**src/rtl/kyber_pkg.sv**
```systemverilog
// Shared Kyber types and constants for the ByteEncode12 output path.
// Also holds the byte-lane selection used by the serializer.
package kyber_pkg;

  localparam logic [11:0] KYBER_Q = 12'd3329;
  localparam int KYBER_N = 256;
  localparam int COEF_W = 12;

  typedef logic [COEF_W-1:0] coef_t;

  typedef struct packed {
    logic  last;
    coef_t c1;
    coef_t c0;
  } coef_pair_t;

  typedef enum logic [1:0] {
    PH_B0 = 2'd0,
    PH_B1 = 2'd1,
    PH_B2 = 2'd2
  } phase_e;

  // Three little-endian bytes carry the 24 bits of one coefficient pair
  function automatic logic [7:0] encode_byte(coef_pair_t pair, phase_e ph);
    logic [7:0] b;
    case (ph)
      PH_B0:   b = pair.c0[7:0];
      PH_B1:   b = {pair.c1[3:0], pair.c0[11:8]};
      PH_B2:   b = pair.c1[11:4];
      default: b = 8'd0;
    endcase
    return b;
  endfunction

endpackage

```
**src/rtl/kyber_pair_fifo.sv**
```systemverilog
// Small synchronous FIFO of coefficient pairs; storage is not reset, pointers are.
// The caller only pushes when not full (or when popping) and only pops when not empty.
module kyber_pair_fifo
  import kyber_pkg::*;
#(
  parameter int DEPTH = 4
) (
  input  logic       clk_i,
  input  logic       rst_ni,
  input  logic       flush,
  input  logic       push,
  input  logic       pop,
  input  coef_pair_t wdata,
  output logic       full,
  output logic       empty,
  output coef_pair_t head
);

  localparam int AW = $clog2(DEPTH);
  localparam logic [AW-1:0] PTR_ONE  = AW'(1);
  localparam logic [AW:0]   CNT_ONE  = (AW + 1)'(1);
  localparam logic [AW:0]   CNT_FULL = (AW + 1)'(DEPTH);

  coef_pair_t      mem_r [DEPTH];
  logic [AW-1:0]   wr_ptr_r;
  logic [AW-1:0]   rd_ptr_r;
  logic [AW:0]     count_r;

  // Pointer and occupancy tracking; power-of-two depth lets pointers wrap naturally
  always_ff @(posedge clk_i or negedge rst_ni) begin
    if (!rst_ni) begin
      wr_ptr_r <= '0;
      rd_ptr_r <= '0;
      count_r  <= '0;
    end else if (flush) begin
      wr_ptr_r <= '0;
      rd_ptr_r <= '0;
      count_r  <= '0;
    end else begin
      if (push) begin
        wr_ptr_r <= wr_ptr_r + PTR_ONE;
      end
      if (pop) begin
        rd_ptr_r <= rd_ptr_r + PTR_ONE;
      end
      case ({push, pop})
        2'b10:   count_r <= count_r + CNT_ONE;
        2'b01:   count_r <= count_r - CNT_ONE;
        default: count_r <= count_r;
      endcase
    end
  end

  // Pair storage
  always_ff @(posedge clk_i) begin
    if (push && !flush) begin
      mem_r[wr_ptr_r] <= wdata;
    end
  end

  assign full  = (count_r == CNT_FULL);
  assign empty = (count_r == '0);
  assign head  = mem_r[rd_ptr_r];

endmodule

```
**src/rtl/kyber_byte_encoder.sv**
```systemverilog
// ByteEncode12 packer: pairs reduced coefficients, buffers pairs, and streams
// three bytes per pair on a valid/ready interface with polynomial framing.
module kyber_byte_encoder
  import kyber_pkg::*;
#(
  parameter int FIFO_DEPTH = 4,
  parameter int N_COEFFS   = KYBER_N
) (
  input  logic        clk_i,
  input  logic        rst_ni,
  input  logic        clear_i,
  input  logic        coef_valid_i,
  input  logic [11:0] coef_i,
  output logic [7:0]  byte_o,
  output logic        byte_valid_o,
  input  logic        byte_ready_i,
  output logic        last_o,
  output logic        overflow_o,
  output logic        busy_o
);

  localparam int CW = $clog2(N_COEFFS);
  localparam logic [CW-1:0] CIDX_LAST = CW'(N_COEFFS - 1);
  localparam logic [CW-1:0] CIDX_ONE  = CW'(1);

  logic [CW-1:0] cidx_r;
  coef_t         half_r;
  logic          half_pending_r;
  logic          overflow_r;
  phase_e        ph_r;

  logic          fifo_full_s;
  logic          fifo_empty_s;
  coef_pair_t    head_s;
  coef_pair_t    pair_s;
  logic          hs_s;
  logic          pop_s;
  logic          odd_s;
  logic          push_s;
  logic          drop_s;

  // clear_i wins over both a same-cycle handshake and a same-cycle coefficient
  assign hs_s   = !fifo_empty_s && byte_ready_i && !clear_i;
  assign pop_s  = hs_s && (ph_r == PH_B2);
  assign odd_s  = coef_valid_i && !clear_i && cidx_r[0];
  assign push_s = odd_s && (!fifo_full_s || pop_s);
  assign drop_s = odd_s && fifo_full_s && !pop_s;
  assign pair_s = {(cidx_r == CIDX_LAST), coef_i, half_r};

  kyber_pair_fifo #(
    .DEPTH (FIFO_DEPTH)
  ) u_fifo (
    .clk_i  (clk_i),
    .rst_ni (rst_ni),
    .flush  (clear_i),
    .push   (push_s),
    .pop    (pop_s),
    .wdata  (pair_s),
    .full   (fifo_full_s),
    .empty  (fifo_empty_s),
    .head   (head_s)
  );

  // Coefficient index, half-pair register and sticky loss flag
  always_ff @(posedge clk_i or negedge rst_ni) begin
    if (!rst_ni) begin
      cidx_r         <= '0;
      half_r         <= '0;
      half_pending_r <= 1'b0;
      overflow_r     <= 1'b0;
    end else if (clear_i) begin
      cidx_r         <= '0;
      half_r         <= '0;
      half_pending_r <= 1'b0;
      overflow_r     <= 1'b0;
    end else begin
      if (coef_valid_i) begin
        cidx_r <= (cidx_r == CIDX_LAST) ? '0 : cidx_r + CIDX_ONE;
        if (!cidx_r[0]) begin
          half_r         <= coef_i;
          half_pending_r <= 1'b1;
        end else begin
          half_pending_r <= 1'b0;
        end
      end
      if (drop_s) begin
        overflow_r <= 1'b1;
      end
    end
  end

  // Byte phase on the FIFO head; the third handshake retires the pair
  always_ff @(posedge clk_i or negedge rst_ni) begin
    if (!rst_ni) begin
      ph_r <= PH_B0;
    end else if (clear_i) begin
      ph_r <= PH_B0;
    end else if (hs_s) begin
      case (ph_r)
        PH_B0:   ph_r <= PH_B1;
        PH_B1:   ph_r <= PH_B2;
        PH_B2:   ph_r <= PH_B0;
        default: ph_r <= PH_B0;
      endcase
    end
  end

  // Output lanes are decoded purely from registered state, so they hold under stall
  always_comb begin
    byte_o = 8'd0;
    last_o = 1'b0;
    if (!fifo_empty_s) begin
      byte_o = encode_byte(head_s, ph_r);
      last_o = head_s.last && (ph_r == PH_B2);
    end else begin
      byte_o = 8'd0;
      last_o = 1'b0;
    end
  end

  assign byte_valid_o = !fifo_empty_s;
  assign overflow_o   = overflow_r;
  assign busy_o       = !fifo_empty_s || half_pending_r;

endmodule
```
**config.mk**
```make
export PLATFORM = sky130hd
export DESIGN_NAME = kyber_byte_encoder
export DESIGN_NICKNAME = d
export VERILOG_FILES = /design/src/rtl/kyber_pkg.sv /design/src/rtl/kyber_pair_fifo.sv /design/src/rtl/kyber_byte_encoder.sv
export SDC_FILE = /design/constraint.sdc
export NUM_CORES = 1
export LEC_CHECK = 0
export CAP_MARGIN = 40
export CORE_UTILIZATION = 33
export CTS_CLUSTER_DIAMETER = 60
export CTS_CLUSTER_SIZE = 28
export DETAILED_ROUTE_END_ITERATION = 10
export PLACE_DENSITY = 0.47
export SYNTH_ARGS = -nofsm -noshare
export SYNTH_HDL_FRONTEND = slang
export SYNTH_SLANG_ARGS = --single-unit
```
**constraint.sdc**
```tcl
create_clock -name clk_i -period 3.1 [get_ports clk_i]
set_input_delay 0.465 -clock clk_i [delete_from_list [all_inputs] [get_ports clk_i]]
set_output_delay 0.465 -clock clk_i [all_outputs]
set_load 0.005 [all_outputs]
```
---- Word-level counts from Yosys, hierarchy flattened ----
Memory sizes are Yosys's and may differ from the RTL's.
Index checks and enable logic that the tools add are counted.
storage, ports and cells
  output and inout bits ................... 12
  RAM bits ................................ 100
  word-level logic and storage cells ...... 71
  memories ................................ 1
  bits of input ports ..................... 17
  register bits ........................... 31
cells by class
  equal/unequal tests ..................... 7
  mux-type cells .......................... 25
  reduce and logical (&&, ||, !) cells .... 25
  add/sub/neg operators ................... 5
memories
  name          words  bits a word  rd ports  clocked after Yosys merged registers in  write ports  line                   source
  u_fifo.mem_r  4      25           1         0                                        1            kyber_pair_fifo.sv:24  coef_pair_t mem_r [DEPTH];
operators by type and width
  operator                                          number
  two-way mux 12 bit                                3
  two-way mux 8 bit                                 4
  case mux 8 bit (3 select lines)                   1
  two-way mux 2 bit                                 6
  logical AND 1 bit                                 10
  nonzero test 2 bit                                5
  adder 8 x 1 -> 8 bit, second input constant       1
  == test 8 bit, second input constant              1
  two-way mux 1 bit                                 8
  case mux 3 bit (2 select lines)                   1
  adder 2 x 1 -> 2 bit, second input constant       2
  == test 2 x 1 -> 1 bit, second input constant     2
  == test 2 bit, second input constant              2
  logical NOT 1 bit                                 4
  case mux 2 bit (2 select lines)                   1
  adder 3 x 1 -> 3 bit, second input constant       1
  == test 3 bit, second input constant              1
  logical NOT 3 bit                                 1
  two-way mux 3 bit                                 1
  nonzero test 3 bit                                1
  subtractor 3 x 1 -> 3 bit, second input constant  1
  logical NOT 2 bit                                 1
  logical OR 1 bit                                  2
  != test 2 bit, second input constant              1
  AND reduction 2 bit                               1

---- Longest topological paths before layout ----
Gate-level depths: netlist of the first run.
  word-level depth ........................ 10
  gate-level depth with buffers ........... 8
  gate-level depth less buffers ........... 7

---- Hierarchy ----
A second synthesis of the first run with hierarchy kept.
unflattened totals
  cell total of the unflattened synthesis .. 331
  area total of the unflattened synthesis .. 5,456.5 µm²
modules (own cells, without submodules)
  module              times used  seq. area each (µm²)  cells an instance  area an instance (µm²)
  kyber_pair_fifo     1           3,178.0               174                4,093.9
  kyber_byte_encoder  1           600.6                 157                1,362.6

---- Least setup slack after synthesis of the first run ----
No wires, ideal clock.
  kind .................................... register -> register
  start point ............................. reg u_fifo.count_r[2]
  end point ............................... reg u_fifo.count_r[2]
  path buffers ............................ 2
  arrival time ............................ 2.372 ns
  data required time ...................... 3.018 ns
  slack ................................... 0.646 ns
  setup time .............................. 0.082 ns
  stages on the path, launching flop included .. 9
  clock period less this slack ............ 2.454 ns
  cells stage by stage .................... dfrtp_1 > clkbuf_1 > nor3_1 > clkbuf_1 > nor2_1 > fa_1 > or4b_1 > a21o_1 > a31oi_1
on the way
  cells in the longest elaborated chain, start to end .. 10
  elaborated cells on any way between the ends .. 16
  classes of those cells .................. add/sub (2); eq/ne (3); mux (2); reduce/logical (9)
RTL lines
  item                                                            line                      source
  start: declaration                                              kyber_pair_fifo.sv:27     logic [AW:0] count_r;
  start signal: assignment                                        kyber_pair_fifo.sv:47     2'b10: count_r <= count_r + CNT_ONE;
  start signal: assignment                                        kyber_pair_fifo.sv:48     2'b01: count_r <= count_r - CNT_ONE;
  start signal: assignment                                        kyber_pair_fifo.sv:49     default: count_r <= count_r;
  logical NOT 3 bit                                               kyber_pair_fifo.sv:62     assign empty = (count_r == '0);
  logical NOT 1 bit                                               kyber_byte_encoder.sv:43  assign hs_s = !fifo_empty_s && byte_ready_i && !clear_i;
  logical AND 1 bit (2 in series)                                 kyber_byte_encoder.sv:43
  logical AND 1 bit                                               kyber_byte_encoder.sv:44  assign pop_s = hs_s && (ph_r == PH_B2);
  logical OR 1 bit                                                kyber_byte_encoder.sv:46  assign push_s = odd_s && (!fifo_full_s || pop_s);
  logical AND 1 bit                                               kyber_byte_encoder.sv:46
  == test 2 x 1 -> 1 bit / == test 2 bit (equally long branches)  kyber_pair_fifo.sv:46     case ({push, pop})
  case mux 3 bit (2 select lines)                                 kyber_pair_fifo.sv:46
  two-way mux 3 bit                                               kyber_pair_fifo.sv:35     end else if (flush) begin
Several ways; a longest one is shown, not always the timed one.
A chain may end at the register's enable or synchronous reset.

---- Final worst setup path of the first run ----
  start point ............................. reg u_fifo.rd_ptr_r[0]
  end point ............................... out byte_o[6]
on the way
  cells in the longest elaborated chain, start to end .. 3
RTL lines
  item                             line                       source
  start: declaration               kyber_pair_fifo.sv:26      logic [AW-1:0] rd_ptr_r;
  start signal: assignment         kyber_pair_fifo.sv:44      rd_ptr_r <= rd_ptr_r + PTR_ONE;
  memory read (4 x 25 bit)         --
  case mux 8 bit (3 select lines)  kyber_pkg.sv:26            case (ph)
  two-way mux 8 bit                kyber_byte_encoder.sv:112  if (!fifo_empty_s) begin
  end: declaration                 kyber_byte_encoder.sv:14   output logic [7:0] byte_o,
Every way passes these cells.

==> flow_metrics.py, run 1 <==
metrics = {
    "worst_setup_path": {
        "crit_chain": "mux4_2, o22ai_1, or3_1, a21oi_1, clkdlybuf4s50_1",
        "cp_slowest_cell": "dfrtp_4",
        "worstPathArrival_ps": 2430,
        "crit_type": "flip-flop to output port",
        "crit_fanout": 11,
        "worst_setup_path_end_kind": "output port",
        "reg2reg_slack_ps": 740,
        "path_delay_family": "flip-flops",
        "cp_slowest_stage_delay_ps": 580,
        "required_ps": 2630,
        "crit_buf_inv": 1,
        "start_kind": "flip-flop",
    },
    "pwr": {
        "irDropWorstVdd_v": 0.000325,
        "leakage_nw": 2.30,
        "p_clk_share_pct": 46.4,
        "pwr_density_cell_nw_per_um2": 576,
        "seqPwrFrac_pct": 50.4,
        "p_sw_mw": 0.783,
        "pwr-share-comb_pct": 3.2,
        "swShare_pct": 20.4,
        "internal-power_mw": 3.05,
    },
    "cts": {
        "post_cts_buffers": 0,
        "path_clk_slew_ps": 50,
        "numClockSinks": 131,
        "cts_made_buffers": 17,
        "cts-root-buf": "clkbuf_16",
        "ctsHtreeMaxLevel": 4,
        "cts_tree": "done",
        "worstSkewPairLatency_ps": 410,
        "clock_path_buffers": 2,
    },
    "run": {
        "drv_cap": 0,
    },
    "placed_design": {
        "globalplace.congestion": 0.773,
        "place_inst": 582,
        "dp_hpwl_um": 7210,
        "port_buffers": 28,
    },
    "timing": {
        "finalSetupTns_ps": 0,
        "period_minus_slack_ps": 2890,
        "finalSetupViolations": 0,
        "max_freq_ghz": 0.346,
        "finalHoldViolations": 0,
        "relSlewSlack_pct": 53.3,
        "fin_skew_ps": 5.27,
        "final-max-slew-violation-count": 0,
        "rsz0062_at_grt": "no",
        "tightest_slew_ps": 701,
        "period_share_pct": 93.3,
    },
    "yosys": {
        "synth_cells": 336,
        "syn_area_sq_um": 5460,
        "ys_ff_latch": 131,
        "synth_edf_count": 100,
        "ys_warn_count": 0,
        "seq_area_frac_synth_pct": 69.2,
        "synth_nets": 359,
        "ys_types": 45,
        "ys_dominant_reg_cell": "edfxtp_1",
        "synth-async-reset-ratio_pct": 23.7,
        "syn_avg_cell_area_sq_um": 16.3,
    },
    "floorplanning": {
        "dieHeight_um": 131,
        "rows": 46,
        "io_pins": 29,
        "fp.dieW_um": 131,
        "die_area_sq_um": 17100,
        "initial_core_util_pct": 34.1,
        "core_area_sq_um": 16000,
    },
    "routing": {
        "drc": 0,
        "vias": 2983,
        "drt-pass1-iter-count": 4,
        "met2WireLength_um": 5480,
        "route.met3.wl_um": 355,
        "wl_met1_um": 5380,
        "wl_per_cell_um": 18.5,
        "drt-initial-drc-count": 158,
        "wl_um": 11300,
        "top_layer": "met4",
        "drt.antenna.violating_nets": 0,
        "avgViaCountPerCell": 4.87,
    },
    "global_routing": {
        "grt.overflow.total": 0,
        "grt_pass1_wl_um": 17700,
        "track_usage_pct": 14.9,
        "antenna_found_initial": 0,
        "grt_max_degree": 26,
        "grt_pass1_vias": 3167,
    },
    "final_layout": {
        "fin_util_pct": 41.6,
        "area_growth_pct": 21.9,
        "stdcell_count": 613,
        "diodes": 0,
        "nFillCells": 1515,
        "drive_gt1_share_pct": 19.9,
        "fin_nets": 408,
    },
    "hold_path": {
        "hold_class": "primary input to asynchronous set/reset pin",
    },
    "run_status": {
        "status": "completed",
    },
}
[path summary, 6_finish.rpt]
kind / from / endpoint / depth (start not counted)
max in group asynchronous: rst_ni / cidx_r[3] / 3
min reg2reg: half_r[6] / u_fifo.mem_r[3][6] / 0
max reg2reg: cidx_r[0] / u_fifo.count_r[2] / 7
max: u_fifo.rd_ptr_r[0] / byte_o[6] / 5
min: rst_ni / half_r[10] / 1
min in group clk_i: half_r[6] / u_fifo.mem_r[3][6] / 0
[worst register-to-register path, cell delays in order, from the launching register on]
cell     delay (ps)
dfrtp_1         510
nand2_1         260
nand2_1         150
nor2_1           60
fa_1            440
or4b_1          540
a21o_1          190
a31oi_1         150
[cell usage in the layout (no fill, tap or decap), types with 4 or more instances in the layout]
master / count
a21oi_1: 20
and2_1: 4
buf_4: 18
clkbuf_16: 17
clkdlybuf4s50_1: 28
dfrtp_1: 30
edfxtp_1: 100
ha_1: 5
inv_1: 5
mux2i_1: 10
mux4_2: 24
nand2_1: 31
nand3_1: 4
nand4_1: 6
nand4b_1: 7
nor2_1: 16
nor2b_1: 4
o31ai_1: 7
xor2_1: 6
[timing repair]
item | CTS | global route
setup endpoints to repair | 0 | 1
hold buffers | 0 | 0
gates resized for setup | 0 | 2
[cells by family (layout without fill, tap and decap cells)]
family / count (synthesis) / in the layout / synth area share [%]
AND/OR/NAND/NOR: 91 / 91 / 9.12
buffers and inverters: 25 / 86 / 2.09
flip-flops: 131 / 131 / 69.2
AO/OA/AOI/OAI: 39 / 39 / 4.61
adder cells (fa/ha/maj): 6 / 6 / 1.51
XOR/XNOR: 7 / 7 / 1.12
multiplexers: 37 / 37 / 12.4
[state kept, by name, summed over array words and instances (netlist names)]
signal	count
ph_r	2
half_r	12
u_fifo.wr_ptr_r	2
cidx_r	8
overflow_o	1
u_fifo.count_r	3
u_fifo.mem_r	100
half_pending_r	1
u_fifo.rd_ptr_r	2
[power by group through the flow]
stage               Combinational (mW)  Clock [mW]  Sequential (mW)
floorplan                       0.0526           0             1.96
global placement                 0.126           0             1.97
detailed placement               0.128           0             1.97
CTS                              0.128        1.83             1.93
global route                     0.139        1.90             1.93
finish                           0.124        1.78             1.93
[layer usage]
metal	global-route usage, %	vias up
met5	0	-
met4	5.68	0
met3	3.87	8
met1	19.3	1524
met2	24.0	46
li1	-	1405
[metrics by stage]
step	hold WS, ps	worst slack (ps)	cell area [sq um]	power [mW]
2_1_floorplan	169	646	5460	2.01
3_3_place_gp	495	422	6110	2.09
3_5_place_dp	502	369	6120	2.09
4_1_cts	432	106	6650	3.89
5_1_grt	455	99.0	6660	3.97
6_report	437	206	6660	3.83
[synth_stat cells (2+ instances only)]
library cell | n | area, sq um
nor3_1 | 3 | 15.0
buf_1 | 3 | 11.3
ha_1 | 5 | 62.6
and3_1 | 3 | 18.8
nor3b_1 | 2 | 15.0
and2_1 | 4 | 25.0
nand2b_1 | 3 | 18.8
xor2_1 | 6 | 52.6
mux2i_1 | 10 | 100
or3_1 | 2 | 12.5
a21oi_1 | 20 | 100
o21ai_0 | 2 | 10.0
nand4b_1 | 7 | 61.3
nor2_1 | 16 | 60.1
nor2b_1 | 4 | 25.0
nand4_1 | 6 | 37.5
mux4_2 | 24 | 541
dfrtp_1 | 31 | 776
a31oi_1 | 2 | 12.5
nand3_1 | 4 | 20.0
buf_4 | 2 | 15.0
nand2_1 | 31 | 116
inv_1 | 5 | 18.8
o31ai_1 | 8 | 60.1
clkbuf_1 | 10 | 37.5
edfxtp_1 | 100 | 3000
buf_2 | 4 | 20.0
mux2_2 | 2 | 22.5
[cell type report]
class,instances,area (sq um),share of cell area [%]
Clock buffer,20,437,6.56
Clock inverter,11,90.1,1.35
Inverter,5,18.8,0.282
Multi-Input combinational cell,180,1570,23.6
Sequential cell,131,3780,56.8
Tap cell,216,270,4.06
Timing Repair Buffer,50,487,7.31
Power figures use the tool's default switching activity.
==> inputs of run 2 (changes only) <==
--- a/config.mk
+++ b/config.mk
@@ -13,4 +13,5 @@
 export PLACE_DENSITY = 0.47
 export SYNTH_ARGS = -nofsm -noshare
 export SYNTH_HDL_FRONTEND = slang
+export SYNTH_HIERARCHICAL = 1
 export SYNTH_SLANG_ARGS = --single-unit
==> run 2 against run 1 <==
  * Area after synthesis about the same
  * Largest power group is now clock
  * Combinational power rose by 5%
  * Die area barely moved
==> flow_metrics.py, run 2 <==
metrics = {
    "final_layout": {
        "largestRegisters": "u_fifo/mem_r: 100 flops, half_r: 12 flops, cidx_r: 8 flops",
        "layout_common_cells": "100 x edfxtp_1, 37 x nand2_1, 30 x dfrtp_1, 28 x clkdlybuf4s50_1, 24 x a21oi_1",
        "drive_gt1_share_pct": 20.1,
        "fin_nets": 403,
        "largest_register": "u_fifo/mem_r",
        "nFillCells": 1531,
        "area_growth_pct": 22.8,
        "ff_latch_area_sq_um": 3780,
        "layout_commonest_cell": "edfxtp_1",
        "largest_reg_flops": 100,
        "diodes": 0,
        "multi_input_area_sq_um": 1530,
    },
    "floorplanning": {
        "core_area_sq_um": 16000,
        "dieHeight_um": 131,
        "initial_core_util_pct": 34.1,
        "io_pins": 29,
        "fp.dieW_um": 131,
        "die_area_sq_um": 17100,
        "rows": 46,
    },
    "yosys": {
        "synth_nets": 354,
        "synth-async-reset-ratio_pct": 23.7,
        "synth_top_area_cell": "edfxtp_1",
        "seq_area_frac_synth_pct": 69.3,
        "synth_cells": 331,
        "yosys-top-cells-area": "edfxtp_1 55%, dfrtp_1 14%, mux4_2 7.4%",
        "ys_types": 39,
        "ys_ff_latch": 131,
        "ys_warn_count": 6,
        "synth_top_area_share_pct": 55.0,
        "ys_dominant_reg_cell": "edfxtp_1",
        "syn_avg_cell_area_sq_um": 16.5,
        "synthTopCellsByCount": "100 x edfxtp_1, 37 x nand2_1, 31 x dfrtp_1",
        "syn_area_sq_um": 5460,
        "synth_edf_count": 100,
        "post-synth-top-count-cell": "edfxtp_1",
    },
    "timing": {
        "final-max-slew-violation-count": 0,
        "period_minus_slack_ps": 2930,
        "rsz0062_at_grt": "no",
        "max_freq_ghz": 0.341,
        "tightest_slew_ps": 721,
        "finalHoldViolations": 0,
        "worst_slack_ps": 172,
        "relSlewSlack_pct": 51.9,
        "finalSetupTns_ps": 0,
        "timing.hold.ws_ps": 477,
        "period_share_pct": 94.5,
        "finalSetupViolations": 0,
        "fin_skew_ps": 4.78,
    },
    "routing": {
        "vias": 2913,
        "wl_per_cell_um": 18.7,
        "avgViaCountPerCell": 4.78,
        "drt-initial-drc-count": 187,
        "drt.antenna.violating_nets": 0,
        "drt-pass1-iter-count": 4,
        "drc": 0,
        "wl_um": 11400,
    },
    "run_status": {
        "status": "completed",
    },
    "cts": {
        "path_clk_slew_ps": 60,
        "cts_made_buffers": 17,
        "cts-root-buf": "clkbuf_16",
        "cts_tree": "done",
        "post_cts_buffers": 0,
        "worstSkewPairLatency_ps": 400,
        "clock_path_buffers": 2,
        "numClockSinks": 131,
        "ctsHtreeMaxLevel": 4,
    },
    "pwr": {
        "irDropWorstVdd_v": 0.000383,
        "power.total_mw": 4.01,
        "leakage_nw": 2.33,
        "pwr_density_cell_nw_per_um2": 599,
    },
    "worst_setup_path": {
        "required_ps": 2630,
        "crit_fanout": 12,
        "crit_buf_inv": 2,
        "worst_setup_path_end_kind": "output port",
        "start_kind": "flip-flop",
        "cp_slowest_stage_delay_ps": 530,
        "crit_chain": "buf_12, mux4_2, mux2i_1, or2_2, a21oi_2, clkdlybuf4s50_1",
        "path_delay_family": "buffers and inverters",
        "crit_type": "flip-flop to output port",
        "worstPathArrival_ps": 2460,
        "cp_slowest_cell": "clkdlybuf4s50_1",
    },
    "placed_design": {
        "post-place-ws_ps": 434,
        "port_buffers": 28,
        "dp_hpwl_um": 6840,
        "globalplace.congestion": 0.710,
    },
    "global_routing": {
        "grt_pass1_wl_um": 18100,
        "track_usage_pct": 14.9,
        "antenna_found_initial": 0,
        "grt_max_degree": 32,
        "grt_pass1_vias": 3163,
        "grt.overflow.total": 0,
    },
    "hold_path": {
        "hold_class": "primary input to asynchronous set/reset pin",
    },
    "run": {
        "drv_cap": 0,
    },
}
==> run 2: cell types whose count changed after synthesis, moves of 3 or more <==
cell,before,now
nand4b_1,7,0
mux4_1,0,7
a21oi_1,20,25
buf_2,4,7
or2_2,0,9
nand3_1,4,1
o31ai_1,8,0
nand4_1,6,1
nand2_1,31,37
clkbuf_1,10,5
buf_1,3,0
mux4_2,24,18
==> run 2: metal layers <==
layer,vias up,global-route usage (%),part of all wire (%)
li1,1349,-,-
met1,1524,19.4,47
met2,32,24.7,49
met3,8,3.95,2.8
met4,0,4.06,0.88
met5,-,0,0
==> run 2: logic make-up (layout without fill, tap and decap cells) <==
family | Yosys count | in the layout | synth area share (%)
adder cells (fa/ha/maj) | 6 | 6 | 1.51
AND/OR/NAND/NOR | 89 | 89 | 8.16
multiplexers | 37 | 37 | 13.0
XOR/XNOR | 8 | 8 | 1.28
flip-flops | 131 | 131 | 69.3
AO/OA/AOI/OAI | 35 | 35 | 3.90
buffers and inverters | 25 | 87 | 2.89
==> run 2: final timing paths <==
path	start	endpoint	slack (ps)	cells past startpoint
max	u_fifo/rd_ptr_r[0]	byte_o[4]	170	6
min	rst_ni	cidx_r[7]	480	2
min reg2reg	overflow_o	overflow_o	510	2
min in group clk_i	overflow_o	overflow_o	510	2
max in group asynchronous	rst_ni	u_fifo/rd_ptr_r[0]	2280	2
max reg2reg	ph_r[0]	u_fifo/count_r[2]	680	8
==> run 2: final cells by class <==
| class | count | share of cell area, % |
|---|---|---|
| Sequential cell | 131 | 56.4 |
| Tap cell | 216 | 4.03 |
| Multi-Input combinational cell | 175 | 22.8 |
| Clock buffer | 21 | 6.57 |
| Timing Repair Buffer | 48 | 7.73 |
| Inverter | 7 | 0.392 |
| Clock inverter | 11 | 2.04 |
==> run 2: power breakdown <==
group | internal, mW | total [mW] | switching, mW
clock network | 1.26 | 1.95 | 0.699
logic | 0.0578 | 0.130 | 0.0718
registers | 1.91 | 1.93 | 0.0188
total | 3.22 | 4.01 | 0.790
==> run 2: repair_timing <==
action	4_1_cts	5_1_grt
resized for setup	0	2
setup endpoints to repair	0	1
endpoints found under the hold margin	0	0
hold buffers	0	0
==> run 2: metrics by stage <==
| stage | cells | instance area (sq um) | utilization [%] |
|---|---|---|---|
| finish | 609 | 6700 | 41.9 |
| global route | 609 | 6700 | 41.9 |
| CTS | 609 | 6700 | 41.8 |
| detailed placement | 577 | 6120 | 38.2 |
| global placement | 577 | 6120 | 38.2 |
| floorplan | 331 | 5460 | - |
